$ cat src/rtl/mem_ctrl_pkg.sv
// Shared types and helpers for the byte-serial memory controller.
package mem_ctrl_pkg;

  localparam int unsigned BUF_W = 24;

  localparam logic [1:0] CU_BYTE = 2'd0;
  localparam logic [1:0] CU_HALF = 2'd1;
  localparam logic [1:0] CU_WORD = 2'd3;

  localparam logic PORT_IF = 1'b0;
  localparam logic PORT_MM = 1'b1;

  typedef enum logic [1:0] {
    ST_IDLE = 2'd0,
    ST_RD   = 2'd1,
    ST_WR   = 2'd2
  } state_e;

  // A count code of 2 has no three-byte meaning and is promoted to a word.
  function automatic logic [1:0] cu_to_nm1(input logic [1:0] cu);
    return (cu == 2'd2) ? CU_WORD : cu;
  endfunction

  function automatic logic [BUF_W-1:0] buf_insert(input logic [BUF_W-1:0] cur,
                                                  input logic [1:0]       idx,
                                                  input logic [7:0]       dat);
    logic [BUF_W-1:0] res;
    res = cur;
    case (idx)
      2'd0:    res[7:0]   = dat;
      2'd1:    res[15:8]  = dat;
      2'd2:    res[23:16] = dat;
      default: res        = cur;
    endcase
    return res;
  endfunction

endpackage

$ cat src/rtl/mem_ctrl.sv
// Arbitrates the fetch and data ports onto one 8-bit RAM port, one byte per cycle.
module mem_ctrl
  import mem_ctrl_pkg::*;
#(
  parameter int unsigned ADDR_W         = 32,
  parameter bit          IF_ALLOW_ABORT = 1'b1
) (
  input  logic              clk,
  input  logic              rst,
  input  logic              if_e,
  input  logic [ADDR_W-1:0] if_a,
  output logic [31:0]       if_n_o,
  output logic              if_ok,
  input  logic              mm_e,
  input  logic [ADDR_W-1:0] mm_a,
  input  logic [31:0]       mm_n_i,
  input  logic              mm_wr,
  input  logic [1:0]        mm_cu,
  output logic [31:0]       mm_n_o,
  output logic              mm_ok,
  output logic [ADDR_W-1:0] mem_a,
  output logic [7:0]        mem_dout,
  output logic              mem_wr,
  input  logic [7:0]        mem_din
);

  state_e             state_q, state_d;
  logic [ADDR_W-1:0]  base_q, base_d;
  logic [1:0]         cnt_q, cnt_d;
  logic [1:0]         nm1_q, nm1_d;
  logic               port_q, port_d;
  logic [BUF_W-1:0]   buf_q, buf_d;
  logic [ADDR_W-1:0]  mem_a_q, mem_a_d;
  logic [7:0]         mem_dout_q, mem_dout_d;
  logic               mem_wr_q, mem_wr_d;
  logic               if_ok_q, if_ok_d;
  logic               mm_ok_q, mm_ok_d;
  logic [31:0]        if_n_q, if_n_d;
  logic [31:0]        mm_n_q, mm_n_d;

  // Next-state and registered-output computation.
  always_comb begin
    state_d    = state_q;
    base_d     = base_q;
    cnt_d      = cnt_q;
    nm1_d      = nm1_q;
    port_d     = port_q;
    buf_d      = buf_q;
    mem_a_d    = mem_a_q;
    mem_dout_d = mem_dout_q;
    mem_wr_d   = 1'b0;
    if_ok_d    = 1'b0;
    mm_ok_d    = 1'b0;
    if_n_d     = 32'h0;
    mm_n_d     = 32'h0;

    unique case (state_q)
      ST_IDLE: begin
        if (mm_e) begin
          base_d  = mm_a;
          nm1_d   = cu_to_nm1(mm_cu);
          port_d  = PORT_MM;
          cnt_d   = 2'd0;
          buf_d   = '0;
          mem_a_d = mm_a;
          if (mm_wr) begin
            state_d    = ST_WR;
            mem_wr_d   = 1'b1;
            mem_dout_d = mm_n_i[7:0];
            mm_ok_d    = (nm1_d == 2'd0);
          end else begin
            state_d = ST_RD;
          end
        end else if (if_e) begin
          base_d  = if_a;
          nm1_d   = CU_WORD;
          port_d  = PORT_IF;
          cnt_d   = 2'd0;
          buf_d   = '0;
          mem_a_d = if_a;
          state_d = ST_RD;
        end
      end

      ST_RD: begin
        if (if_ok_q || mm_ok_q) begin
          state_d = ST_IDLE;
        end else if (IF_ALLOW_ABORT && (port_q == PORT_IF) && !if_e) begin
          state_d = ST_IDLE;
        end else begin
          // mem_din carries the byte addressed one cycle earlier.
          if (cnt_q != 2'd0) begin
            buf_d = buf_insert(buf_q, cnt_q - 2'd1, mem_din);
          end
          if (cnt_q == nm1_q) begin
            if (port_q == PORT_IF) begin
              if_ok_d = 1'b1;
              if_n_d  = {8'h00, buf_d};
            end else begin
              mm_ok_d = 1'b1;
              mm_n_d  = {8'h00, buf_d};
            end
          end else begin
            cnt_d   = cnt_q + 2'd1;
            mem_a_d = base_q + ADDR_W'(cnt_d);
          end
        end
      end

      ST_WR: begin
        if (mm_ok_q) begin
          state_d = ST_IDLE;
        end else begin
          cnt_d      = cnt_q + 2'd1;
          mem_a_d    = base_q + ADDR_W'(cnt_d);
          mem_dout_d = mm_n_i[{cnt_d, 3'b000} +: 8];
          mem_wr_d   = 1'b1;
          mm_ok_d    = (cnt_d == nm1_q);
        end
      end

      default: state_d = ST_IDLE;
    endcase
  end

  always_ff @(posedge clk or negedge rst) begin
    if (!rst) begin
      state_q    <= ST_IDLE;
      base_q     <= '0;
      cnt_q      <= 2'd0;
      nm1_q      <= 2'd0;
      port_q     <= PORT_IF;
      buf_q      <= '0;
      mem_a_q    <= '0;
      mem_dout_q <= 8'h00;
      mem_wr_q   <= 1'b0;
      if_ok_q    <= 1'b0;
      mm_ok_q    <= 1'b0;
      if_n_q     <= 32'h0;
      mm_n_q     <= 32'h0;
    end else begin
      state_q    <= state_d;
      base_q     <= base_d;
      cnt_q      <= cnt_d;
      nm1_q      <= nm1_d;
      port_q     <= port_d;
      buf_q      <= buf_d;
      mem_a_q    <= mem_a_d;
      mem_dout_q <= mem_dout_d;
      mem_wr_q   <= mem_wr_d;
      if_ok_q    <= if_ok_d;
      mm_ok_q    <= mm_ok_d;
      if_n_q     <= if_n_d;
      mm_n_q     <= mm_n_d;
    end
  end

  assign if_n_o   = if_n_q;
  assign if_ok    = if_ok_q;
  assign mm_n_o   = mm_n_q;
  assign mm_ok    = mm_ok_q;
  assign mem_a    = mem_a_q;
  assign mem_dout = mem_dout_q;
  assign mem_wr   = mem_wr_q;

endmodule

$ cat config.mk
export PLATFORM = sky130hd
export DESIGN_NAME = mem_ctrl
export DESIGN_NICKNAME = d
export VERILOG_FILES = /design/src/rtl/mem_ctrl_pkg.sv /design/src/rtl/mem_ctrl.sv
export SDC_FILE = /design/constraint.sdc
export NUM_CORES = 1
export LEC_CHECK = 0
export ABC_AREA = 1
export BUFFER_PORTS_ARGS = -buffer_cell sky130_fd_sc_hd__buf_2
export CAP_MARGIN = 30
export CORE_ASPECT_RATIO = 1.1
export CORE_MARGIN = 4
export CORE_UTILIZATION = 31
export DETAILED_ROUTE_END_ITERATION = 10
export PLACE_DENSITY = 0.49
export SLEW_MARGIN = 20
export SYNTH_ARGS = -nofsm -noshare
export SYNTH_HDL_FRONTEND = slang
export SYNTH_SLANG_ARGS = --single-unit
export TNS_END_PERCENT = 30
$ cat constraint.sdc
create_clock -name clk -period 2.8 [get_ports clk]
set_input_delay 0.14 -clock clk [delete_from_list [all_inputs] [get_ports clk]]
set_output_delay 0.14 -clock clk [all_outputs]
set_load 0.01 [all_outputs]
==> results.cfg, run 1 <==
[outcome]
result_of_the_run = finished, final reports clean

[power_and_ir_drop]
irDropWorstVdd_mv = 0.5584
power_per_unit_of_standard_cell_area_mw_per_mm2 = 1139
leakage_nw = 5.225

[critical_path]
critPathLaunchType = flip-flop
critical_path.startpoint = state_q[0]
cp_max_fo = 33
critPathCaptureType = flip-flop
path_class = flip-flop to flip-flop
crit-reg2reg-launch = state_q[0]
critical_path_arrival_ns = 2.76
r2r_cells = 9
reg2reg_setup_slack_ns = 0.39
r2r-end = mem_a[1]
worst-endpoint-required_ns = 3.16

[cells_and_area]
layout.nets = 1364
layout-drive-gt1-share_pct = 20.88
n_antenna_cell = 0
area_growth_pct = 27.41

[synth]
seq_area_frac_synth_pct = 49.01
yosys.cell_types.count = 36
dominant_cell_by_count_in_the_synthesized_netlist = sky130_fd_sc_hd__nand2_1
synthesis.instances = 1020
most_used_dff_post_synth = sky130_fd_sc_hd__dfrtp_1
synth-seq-cells = 154
synth_enable_flop_cells = 0
async_reset_ff_share_pct = 100.0
synth_area_per_cell_um2 = 7.710
netlist.top_cell.by_area = sky130_fd_sc_hd__dfrtp_1
count_of_synthesis_stage_warnings_from_yosys = 0
netlist.area_leader.share_pct = 49.01
netlist_area_mm2 = 0.007864
synth.top_cells.by_area = sky130_fd_sc_hd__dfrtp_1, sky130_fd_sc_hd__nand2_1, sky130_fd_sc_hd__nor2_1
synth.cells.most_frequent = sky130_fd_sc_hd__nand2_1, sky130_fd_sc_hd__dfrtp_1, sky130_fd_sc_hd__nor2_1, sky130_fd_sc_hd__inv_1, sky130_fd_sc_hd__nand3_1

[detailed_routing]
routed-via-count = 7253
detailedRoute.firstPassIterationCount = 5
routed_via_density = 4.635
dr.first_iter.drc_count = 429
post-route-drc-count = 0
route.antenna.remaining_nets = 0
avg_wl_per_cell_um = 15.33
postRouteWirelength_um = 23990

[min_path]
worst_hold_startpoint = mm_a[1]
type_of_the_worst_min_delay_path = input pin to flip-flop
hold_end = base_q[1]
min_delay_path_depth = 3

[placement]
hpwl_after_detailed_placement_um = 17380
portBuffers = 201
gpl.final_weighted_congestion = 0.8638
placement.setup.worst_slack_ns = 0.3896

[clock_tree]
clock-root-buffer = sky130_fd_sc_hd__clkbuf_16
tritoncts.num_buffers = 17
cts.path.max_buffers = 2
clkLatencyLatePin_ns = 0.42
cts_sinks = 154
htree_levels = 4
path_clk_slew_ns = 0.07
tritoncts = yes

[sta]
max_fclk_ghz = 0.4155
setup_total_neg_slack_ns = 0
postLayoutSetupSlackWorst_ns = 0.3931
worst_slew_margin_rel_pct = 46.89
grt_setup_unrepaired = no
layout_worst_path_cycle_share_pct = 85.96
final-setup-viol-count = 0
transition_time_at_the_pin_with_the_least_slew_margin_ns = 0.7958
report.final.hold_viol_count = 0
final_max_slew_viol_count = 0
finalWorstPathRequiredPeriod_ns = 2.407
finalClockSkew_ns = 0.01187

[floorplanning]
design.die.area_mm2 = 0.02798
core_mm2 = 0.02470
die_h_um = 175.0
floorplan.io_pins = 218
chipWidth_um = 159.9
fp-row-count = 60
initial_utilization_pct = 31.84

[global_route]
maximum_number_of_pins_on_one_net_before_global_route_repair = 71
global_route.overflow_total = 0
global_route_wire_length_before_repair_um = 38350
antenna_found_initial = 0
grt_pass1_vias = 7254
grt_util_all_layers_pct = 17.08

[run]
maxcap_viol_count = 0
==> power by group <==
group	total (W)	internal (W)	switching (W)
Combinational	0.00545	0.00193	0.00352
Sequential	0.00358	0.00301	0.000572
Clock	0.00239	0.00135	0.00104
==> sequential cells by signal (all words and copies together), names as in the netlist <==
| signal | flops |
|---|---|
| base_q | 32 |
| buf_q | 24 |
| cnt_q | 2 |
| if_n_o | 24 |
| if_ok | 1 |
| mem_a | 32 |
| mem_dout | 8 |
| mem_wr | 1 |
| mm_n_o | 24 |
| mm_ok | 1 |
| nm1_q | 2 |
| port_q | 1 |
| state_q | 2 |
==> critical path, cell delays in order, from the launching register on <==
cell and delay (ns):
sky130_fd_sc_hd__dfrtp_1 0.38, sky130_fd_sc_hd__inv_1 0.09, sky130_fd_sc_hd__ha_1 0.33, sky130_fd_sc_hd__nand2_1 0.12, sky130_fd_sc_hd__inv_2 0.05, sky130_fd_sc_hd__or2_0 0.21, sky130_fd_sc_hd__nand3b_4 0.44, sky130_fd_sc_hd__inv_2 0.46
sky130_fd_sc_hd__o211ai_1 0.14, sky130_fd_sc_hd__nand2_1 0.10
==> layer usage <==
layer	vias to the layer above	track usage, %	share of wire (%)
met5	-	0	0
met4	0	4.374	1.3
met3	26	3.185	4.6
met2	197	30.70	51
met1	3355	21.15	43
li1	3675	-	-
==> through the flow <==
stage / utilization (%) / hold slack, ns / total power, W / cells / cell area, um2
floorplan: - / -0.1556 / 0.007333 / 1035 / 7920
global placement: 36.73 / 0.1920 / 0.008885 / 1499 / 9072
detailed placement: 36.73 / 0.1996 / 0.008964 / 1499 / 9072
CTS: 40.57 / 0.0006022 / 0.01157 / 1565 / 10020
global route: 40.57 / 0.01173 / 0.01246 / 1565 / 10020
finish: 40.57 / 0.009500 / 0.01141 / 1565 / 10020
==> worst max path at each step <==
stage	end	slack [ns]	depth (start not counted)
after floorplan	mem_a[24]	0.45	13
after global placement	mem_a[0]	0.46	9
after detailed placement	mem_a[1]	0.39	9
after CTS	mem_a[1]	0.36	9
after global routing	cnt_q[1]	0.16	9
final	mem_a[1]	0.39	9
==> layout make-up <==
type | count | area (um2)
Clock buffer | 17 | 425.4
Clock inverter | 15 | 181.4
Fill cell | 2585 | 14680
Inverter | 91 | 344.1
Multi-Input combinational cell | 732 | 3367
Sequential cell | 154 | 3854
Tap cell | 310 | 387.9
Timing Repair Buffer | 246 | 1460
==> layout by cell type, fill, tap and decap left out, types with 2 or more instances in the layout <==
| master | synthesis | layout |
|---|---|---|
| sky130_fd_sc_hd__o21bai_1 | 2 | 2 |
| sky130_fd_sc_hd__o211ai_1 | 10 | 10 |
| sky130_fd_sc_hd__o21ai_1 | 4 | 4 |
| sky130_fd_sc_hd__nand3_1 | 79 | 79 |
| sky130_fd_sc_hd__nand2_1 | 317 | 317 |
| sky130_fd_sc_hd__a21oi_1 | 12 | 12 |
| sky130_fd_sc_hd__inv_2 | 4 | 4 |
| sky130_fd_sc_hd__clkbuf_16 | 0 | 17 |
| sky130_fd_sc_hd__o22ai_1 | 24 | 24 |
| sky130_fd_sc_hd__conb_1 | 1 | 16 |
| sky130_fd_sc_hd__a21boi_1 | 3 | 3 |
| sky130_fd_sc_hd__inv_6 | 0 | 6 |
| sky130_fd_sc_hd__clkinvlp_4 | 0 | 2 |
| sky130_fd_sc_hd__o21ai_0 | 69 | 69 |
| sky130_fd_sc_hd__clkinv_4 | 0 | 3 |
| sky130_fd_sc_hd__nand3_2 | 2 | 2 |
| sky130_fd_sc_hd__or2_2 | 4 | 4 |
| sky130_fd_sc_hd__dlygate4sd3_1 | 0 | 34 |
| sky130_fd_sc_hd__bufinv_16 | 0 | 2 |
| sky130_fd_sc_hd__mux2i_1 | 8 | 8 |
| sky130_fd_sc_hd__a31oi_1 | 14 | 14 |
| sky130_fd_sc_hd__nor2_1 | 144 | 144 |
| sky130_fd_sc_hd__buf_12 | 0 | 2 |
| sky130_fd_sc_hd__buf_4 | 20 | 9 |
| sky130_fd_sc_hd__nor2_2 | 2 | 2 |
| sky130_fd_sc_hd__buf_2 | 14 | 200 |
| sky130_fd_sc_hd__xnor2_1 | 2 | 2 |
| sky130_fd_sc_hd__dfrtp_1 | 154 | 154 |
| sky130_fd_sc_hd__ha_1 | 10 | 10 |
| sky130_fd_sc_hd__inv_1 | 86 | 86 |
==> cell families after synthesis <==
family                     Yosys count  synth area share, %
adders and majority gates           11                1.846
and+or+nand+nor                    552                28.29
DFF                                154                49.01
xor gates and xnor gates             3               0.3342
muxes                                8                1.018
other                                1              0.04769
AOI/OAI and AO/OA                  142                10.47
buffers and inverters              149                8.990
==> timing repair <==
action	CTS	global route
endpoints found under the hold margin	90	0
gates resized for setup	0	0
hold buffers	34	0
setup buffers	0	0
(Power assumes the default switching activity.)
==> inputs of run 2 (changes only) <==
--- a/config.mk
+++ b/config.mk
@@ -9,10 +9,10 @@
 export BUFFER_PORTS_ARGS = -buffer_cell sky130_fd_sc_hd__buf_2
 export CAP_MARGIN = 30
 export CORE_ASPECT_RATIO = 1.1
-export CORE_MARGIN = 4
 export CORE_UTILIZATION = 31
 export DETAILED_ROUTE_END_ITERATION = 10
 export PLACE_DENSITY = 0.49
+export REMOVE_ABC_BUFFERS = 1
 export SLEW_MARGIN = 20
 export SYNTH_ARGS = -nofsm -noshare
 export SYNTH_HDL_FRONTEND = slang
==> results.cfg, run 2 (synthesis gave the netlist of run 1 again) <==
[sta]
grt_setup_unrepaired = no
max_fclk_ghz = 0.4349
finalWorstPathRequiredPeriod_ns = 2.299
worst_slew_margin_rel_pct = 46.52
report.final.hold_viol_count = 0
layout_worst_path_cycle_share_pct = 82.12
final_max_slew_viol_count = 0
transition_time_at_the_pin_with_the_least_slew_margin_ns = 0.8013
finalClockSkew_ns = 0.01367
postLayoutSetupSlackWorst_ns = 0.5008
final-setup-viol-count = 0
setup_total_neg_slack_ns = 0

[cells_and_area]
mostFrequentLayoutCells = sky130_fd_sc_hd__nand2_1, sky130_fd_sc_hd__buf_2, sky130_fd_sc_hd__dfrtp_1, sky130_fd_sc_hd__nor2_1, sky130_fd_sc_hd__inv_1
regArea_mm2 = 0.003854
layout.filler_cells = 2579
layout-drive-gt1-share_pct = 21.24
most_frequent_standard_cell_in_the_layout_excluding_fill_and_tap_cells = sky130_fd_sc_hd__nand2_1
multi_input_comb_area_mm2 = 0.003367
area_growth_pct = 27.54
layout.nets = 1366

[clock_tree]
cts.path.max_buffers = 2
htree_levels = 4
cts_stage_hold_buffer_count = 31
tritoncts.num_buffers = 17
tritoncts = yes
path_clk_slew_ns = 0.08
clock-root-buffer = sky130_fd_sc_hd__clkbuf_16
post-cts-setup-buffer-count = 0
post_cts.resized_instances = 0
cts_sinks = 154
clkLatencyLatePin_ns = 0.43

[floorplanning]
floorplan.io_pins = 218
core_mm2 = 0.02470
die_h_um = 169.0
chipWidth_um = 153.9
initial_utilization_pct = 31.84
design.die.area_mm2 = 0.02601
fp-row-count = 60

[critical_path]
critical_path.startpoint = state_q[0]
critical_path_arrival_ns = 2.66
r2r_cells = 9
reg2reg_setup_slack_ns = 0.50
crit-reg2reg-launch = state_q[0]
cp_max_fo = 23
r2r-end = mem_a[1]
critPathLaunchType = flip-flop
critPathCaptureType = flip-flop
critical_path.endpoint = mem_a[1]
worst-endpoint-required_ns = 3.16
path_class = flip-flop to flip-flop

[power_and_ir_drop]
leakage_nw = 5.243
power_per_unit_of_standard_cell_area_mw_per_mm2 = 1132
irDropWorstVdd_mv = 0.7123

[detailed_routing]
wl_met1_um = 10920
routed-via-count = 7177
met3WireLength_um = 778
post-route-drc-count = 0
detailedRoute.firstPassIterationCount = 5
dr.first_iter.drc_count = 303
top_layer_used = met4
route.antenna.remaining_nets = 0
postRouteWirelength_um = 22720
routed_via_density = 4.577
met2RoutedLength_um = 10640
avg_wl_per_cell_um = 14.49

[run]
maxcap_viol_count = 0

[global_route]
antenna_found_initial = 1
global_route.overflow_total = 0
global_route_wire_length_before_repair_um = 36560
grt_pass1_vias = 6897
maximum_number_of_pins_on_one_net_before_global_route_repair = 72
grt_util_all_layers_pct = 17.96

[placement]
portBuffers = 201
placement.setup.worst_slack_ns = 0.5164
gpl.final_weighted_congestion = 0.8240
hpwl_after_detailed_placement_um = 16460

[min_path]
type_of_the_worst_min_delay_path = input pin to flip-flop

[outcome]
result_of_the_run = finished, final reports clean
[run 2: where the power goes]
part	internal [W]	leakage, nW	switching, W
logic	0.00192	2.96	0.00350
clock network	0.00123	0.302	0.00115
registers	0.00300	1.98	0.000553
[run 2: per-layer routing]
| layer | track usage [%] | vias up |
|---|---|---|
| met4 | 5.783 | 0 |
| li1 | - | 3671 |
| met1 | 24.23 | 3307 |
| met3 | 2.381 | 21 |
| met5 | 0 | - |
| met2 | 29.74 | 178 |
[run 2: area by class of cell]
| cell class | instances | area share (%) |
|---|---|---|
| Clock inverter | 15 | 1.934 |
| Tap cell | 310 | 3.867 |
| Antenna cell | 1 | 0.02495 |
| Multi-Input combinational cell | 732 | 33.57 |
| Sequential cell | 154 | 38.42 |
| Timing Repair Buffer | 248 | 14.51 |
| Inverter | 91 | 3.431 |
| Clock buffer | 17 | 4.242 |
[run 2: worst max-delay path: stages (launching register included)]
cell	delay (ns)
sky130_fd_sc_hd__dfrtp_1	0.38
sky130_fd_sc_hd__inv_1	0.08
sky130_fd_sc_hd__ha_1	0.33
sky130_fd_sc_hd__nand2_1	0.12
sky130_fd_sc_hd__inv_2	0.05
sky130_fd_sc_hd__or2_0	0.19
sky130_fd_sc_hd__nand3b_4	0.37
sky130_fd_sc_hd__inv_2	0.44
sky130_fd_sc_hd__o211ai_1	0.15
sky130_fd_sc_hd__nand2_1	0.10
[run 2: worst min-delay path by stage]
| stage | to | depth (start not counted) | from | slack, ns |
|---|---|---|---|---|
| 3_3_place_gp | mm_n_o[17] | 1 | rst | 0.22 |
| 3_5_place_dp | if_n_o[17] | 1 | rst | 0.22 |
| 4_1_cts | base_q[1] | 3 | if_a[1] | 0.00006 |
| 6_report | base_q[20] | 3 | if_a[20] | 0.02 |
| 5_1_grt | nm1_q[0] | 2 | mm_cu[1] | 0.02 |
| 2_1_floorplan | base_q[0] | 0 | rst | -0.16 |
[run 2: metrics by stage]
stage          util (%)  power, W  area (um2)  std cells  hold WS, ns
2_1_floorplan         -  0.006970        7557        977      -0.1556
3_3_place_gp      36.83  0.008857        9097       1504       0.2207
3_5_place_dp      36.83  0.008911        9097       1504       0.2205
4_1_cts           40.60   0.01150       10030       1567   0.00005629
5_1_grt           40.61   0.01241       10030       1568      0.02279
6_report          40.61   0.01135       10030       1568      0.01833
==> inputs of run 3 (changes only) <==
--- a/config.mk
+++ b/config.mk
@@ -11,7 +11,7 @@
 export CORE_ASPECT_RATIO = 1.1
 export CORE_UTILIZATION = 31
 export DETAILED_ROUTE_END_ITERATION = 10
-export PLACE_DENSITY = 0.49
+export PLACE_DENSITY = 0.51
 export REMOVE_ABC_BUFFERS = 1
 export SLEW_MARGIN = 20
 export SYNTH_ARGS = -nofsm -noshare
==> constraint.sdc (replaced) <==
create_clock -name clk -period 1.95 [get_ports clk]
set_input_delay 0.0975 -clock clk [delete_from_list [all_inputs] [get_ports clk]]
set_output_delay 0.0975 -clock clk [all_outputs]
set_load 0.01 [all_outputs]
==> results.cfg, run 3 (synthesis gave the netlist of run 1 again) <==
[critical_path]
crit_path_cell_trace = inv_2 > ha_4 > ha_4 > nand3_4 > nand2_8 > nand3_2 > inv_1 > nand2_1 > nand2_1 > nand3_1 > nand2_1 > nand2_1
critical-path-top-cell-by-count = sky130_fd_sc_hd__nand2_1
timing.critical_path.slowest_stage_cell = sky130_fd_sc_hd__dfrtp_1
critPathCaptureType = flip-flop
critPathLaunchType = flip-flop
worst-endpoint-required_ns = 2.28
worstPathBufferInverterCount = 2
critical-path-top-delay-family = simple AND/OR/NAND/NOR gates
path_class = flip-flop to flip-flop
cp_max_fo = 5
critical_path_arrival_ns = 2.17
critical_path.max_stage_delay_ns = 0.39

[sta]
setup_total_neg_slack_ns = 0
layout_worst_path_cycle_share_pct = 94.42
final-setup-viol-count = 0
grt_setup_unrepaired = yes
max_fclk_ghz = 0.5431
finalClockSkew_ns = 0.01408
report.final.hold_viol_count = 0
finalWorstPathRequiredPeriod_ns = 1.841
worst_slew_margin_rel_pct = 59.61
transition_time_at_the_pin_with_the_least_slew_margin_ns = 0.6052
final_max_slew_viol_count = 0
postLayoutSetupSlackWorst_ns = 0.1088

[clock_tree]
post-cts-setup-buffer-count = 0
path_clk_slew_ns = 0.08
clkLatencyLatePin_ns = 0.44
cts.path.max_buffers = 2
clock-root-buffer = sky130_fd_sc_hd__clkbuf_16
cts_sinks = 154
tritoncts = yes
tritoncts.num_buffers = 17
htree_levels = 4

[floorplanning]
fp-row-count = 60
chipWidth_um = 153.9
initial_utilization_pct = 31.84
design.die.area_mm2 = 0.02601
core_mm2 = 0.02470
die_h_um = 169.0
floorplan.io_pins = 218

[cells_and_area]
finish.utilization_pct = 43.08
layout.filler_cells = 2483
layout-drive-gt1-share_pct = 23.85
regArea_mm2 = 0.003854
area_growth_pct = 35.29
layout.nets = 1409
most_frequent_standard_cell_in_the_layout_excluding_fill_and_tap_cells = sky130_fd_sc_hd__nand2_1
stdcell_count = 1610
mostFrequentLayoutCells = sky130_fd_sc_hd__nand2_1, sky130_fd_sc_hd__buf_2, sky130_fd_sc_hd__dfrtp_1, sky130_fd_sc_hd__nor2_1, sky130_fd_sc_hd__inv_1
multi_input_comb_area_mm2 = 0.003537
n_antenna_cell = 0

[global_route]
global_route.overflow_total = 0
maximum_number_of_pins_on_one_net_before_global_route_repair = 68
global_route_wire_length_before_repair_um = 37260
grt_pass1_vias = 7063
grt_util_all_layers_pct = 18.29
antenna_found_initial = 0

[power_and_ir_drop]
power_per_unit_of_standard_cell_area_mw_per_mm2 = 1607
irDropWorstVdd_mv = 1.094
leakage_nw = 5.508

[detailed_routing]
routed-via-count = 7338
postRouteWirelength_um = 23110
post-route-drc-count = 0
avg_wl_per_cell_um = 14.35
detailedRoute.firstPassIterationCount = 7
routed_via_density = 4.558
route.antenna.remaining_nets = 0
dr.first_iter.drc_count = 432

[placement]
gpl.final_weighted_congestion = 0.7882
hpwl_after_detailed_placement_um = 16490
placement.setup.worst_slack_ns = -0.1051
portBuffers = 201
numPlacedInstances = 1521

[run]
maxcap_viol_count = 0

[outcome]
result_of_the_run = finished, final reports clean

[min_path]
type_of_the_worst_min_delay_path = input pin to flip-flop
run 3: cell type report:
class,instances,share of cell area [%]
Inverter,91,3.281
Clock inverter,15,1.776
Tap cell,310,3.646
Clock buffer,17,3.999
Timing Repair Buffer,291,17.83
Sequential cell,154,36.22
Multi-Input combinational cell,732,33.25
run 3: per-stage QoR:
stage	hold slack [ns]	total power, W	area (um2)
6_report	0.006542	0.01710	10640
5_1_grt	0.02086	0.01857	10640
4_1_cts	0.002284	0.01695	10500
3_5_place_dp	0.08017	0.01331	9275
3_3_place_gp	0.09057	0.01321	9275
2_1_floorplan	-0.1981	0.01001	7557
run 3: power breakdown:
part | switching (W) | internal, W
Combinational | 0.00531 | 0.00321
Clock | 0.00166 | 0.00176
Sequential | 0.000847 | 0.00431
Total | 0.00782 | 0.00928
run 3: final timing paths:
path	start	to	slack (ns)	depth (start not counted)
setup / recovery	cnt_q[0]	mem_a[25]	0.11	12
hold / removal	mm_a[8]	base_q[8]	0.007	3
setup reg to reg	cnt_q[0]	mem_a[25]	0.11	12
hold reg to reg	mem_a[17]	mem_a[17]	0.48	2
max in group asynchronous	rst	if_n_o[9]	1.05	3
min in group asynchronous	rst	if_n_o[18]	0.18	2
run 3: timing repair:
item | 4_1_cts | 5_1_grt
gates cloned | 0 | 0
endpoints found under the hold margin | 82 | 0
gates resized for setup | 9 | 40
hold buffers | 57 | 0
pin swaps | 0 | 4
setup endpoints to repair | 25 | 52
run 3: worst register-to-register path, cell delays in order, from the launching register on:
cell                      delay [ns]
sky130_fd_sc_hd__dfrtp_1        0.39
sky130_fd_sc_hd__inv_2          0.09
sky130_fd_sc_hd__ha_4           0.22
sky130_fd_sc_hd__ha_4           0.28
sky130_fd_sc_hd__nand3_4        0.10
sky130_fd_sc_hd__nand2_8        0.13
sky130_fd_sc_hd__nand3_2        0.12
sky130_fd_sc_hd__inv_1          0.12
sky130_fd_sc_hd__nand2_1        0.06
sky130_fd_sc_hd__nand2_1        0.05
sky130_fd_sc_hd__nand3_1        0.06
sky130_fd_sc_hd__nand2_1        0.06
sky130_fd_sc_hd__nand2_1        0.04
run 3: metal layers:
layer / global-route usage (%) / vias to the layer above / share of wire [%]
li1: - / 3767 / -
met1: 24.06 / 3371 / 47
met2: 30.40 / 177 / 48
met3: 2.867 / 23 / 3.6
met4: 6.565 / 0 / 1.7
met5: 0 / - / 0
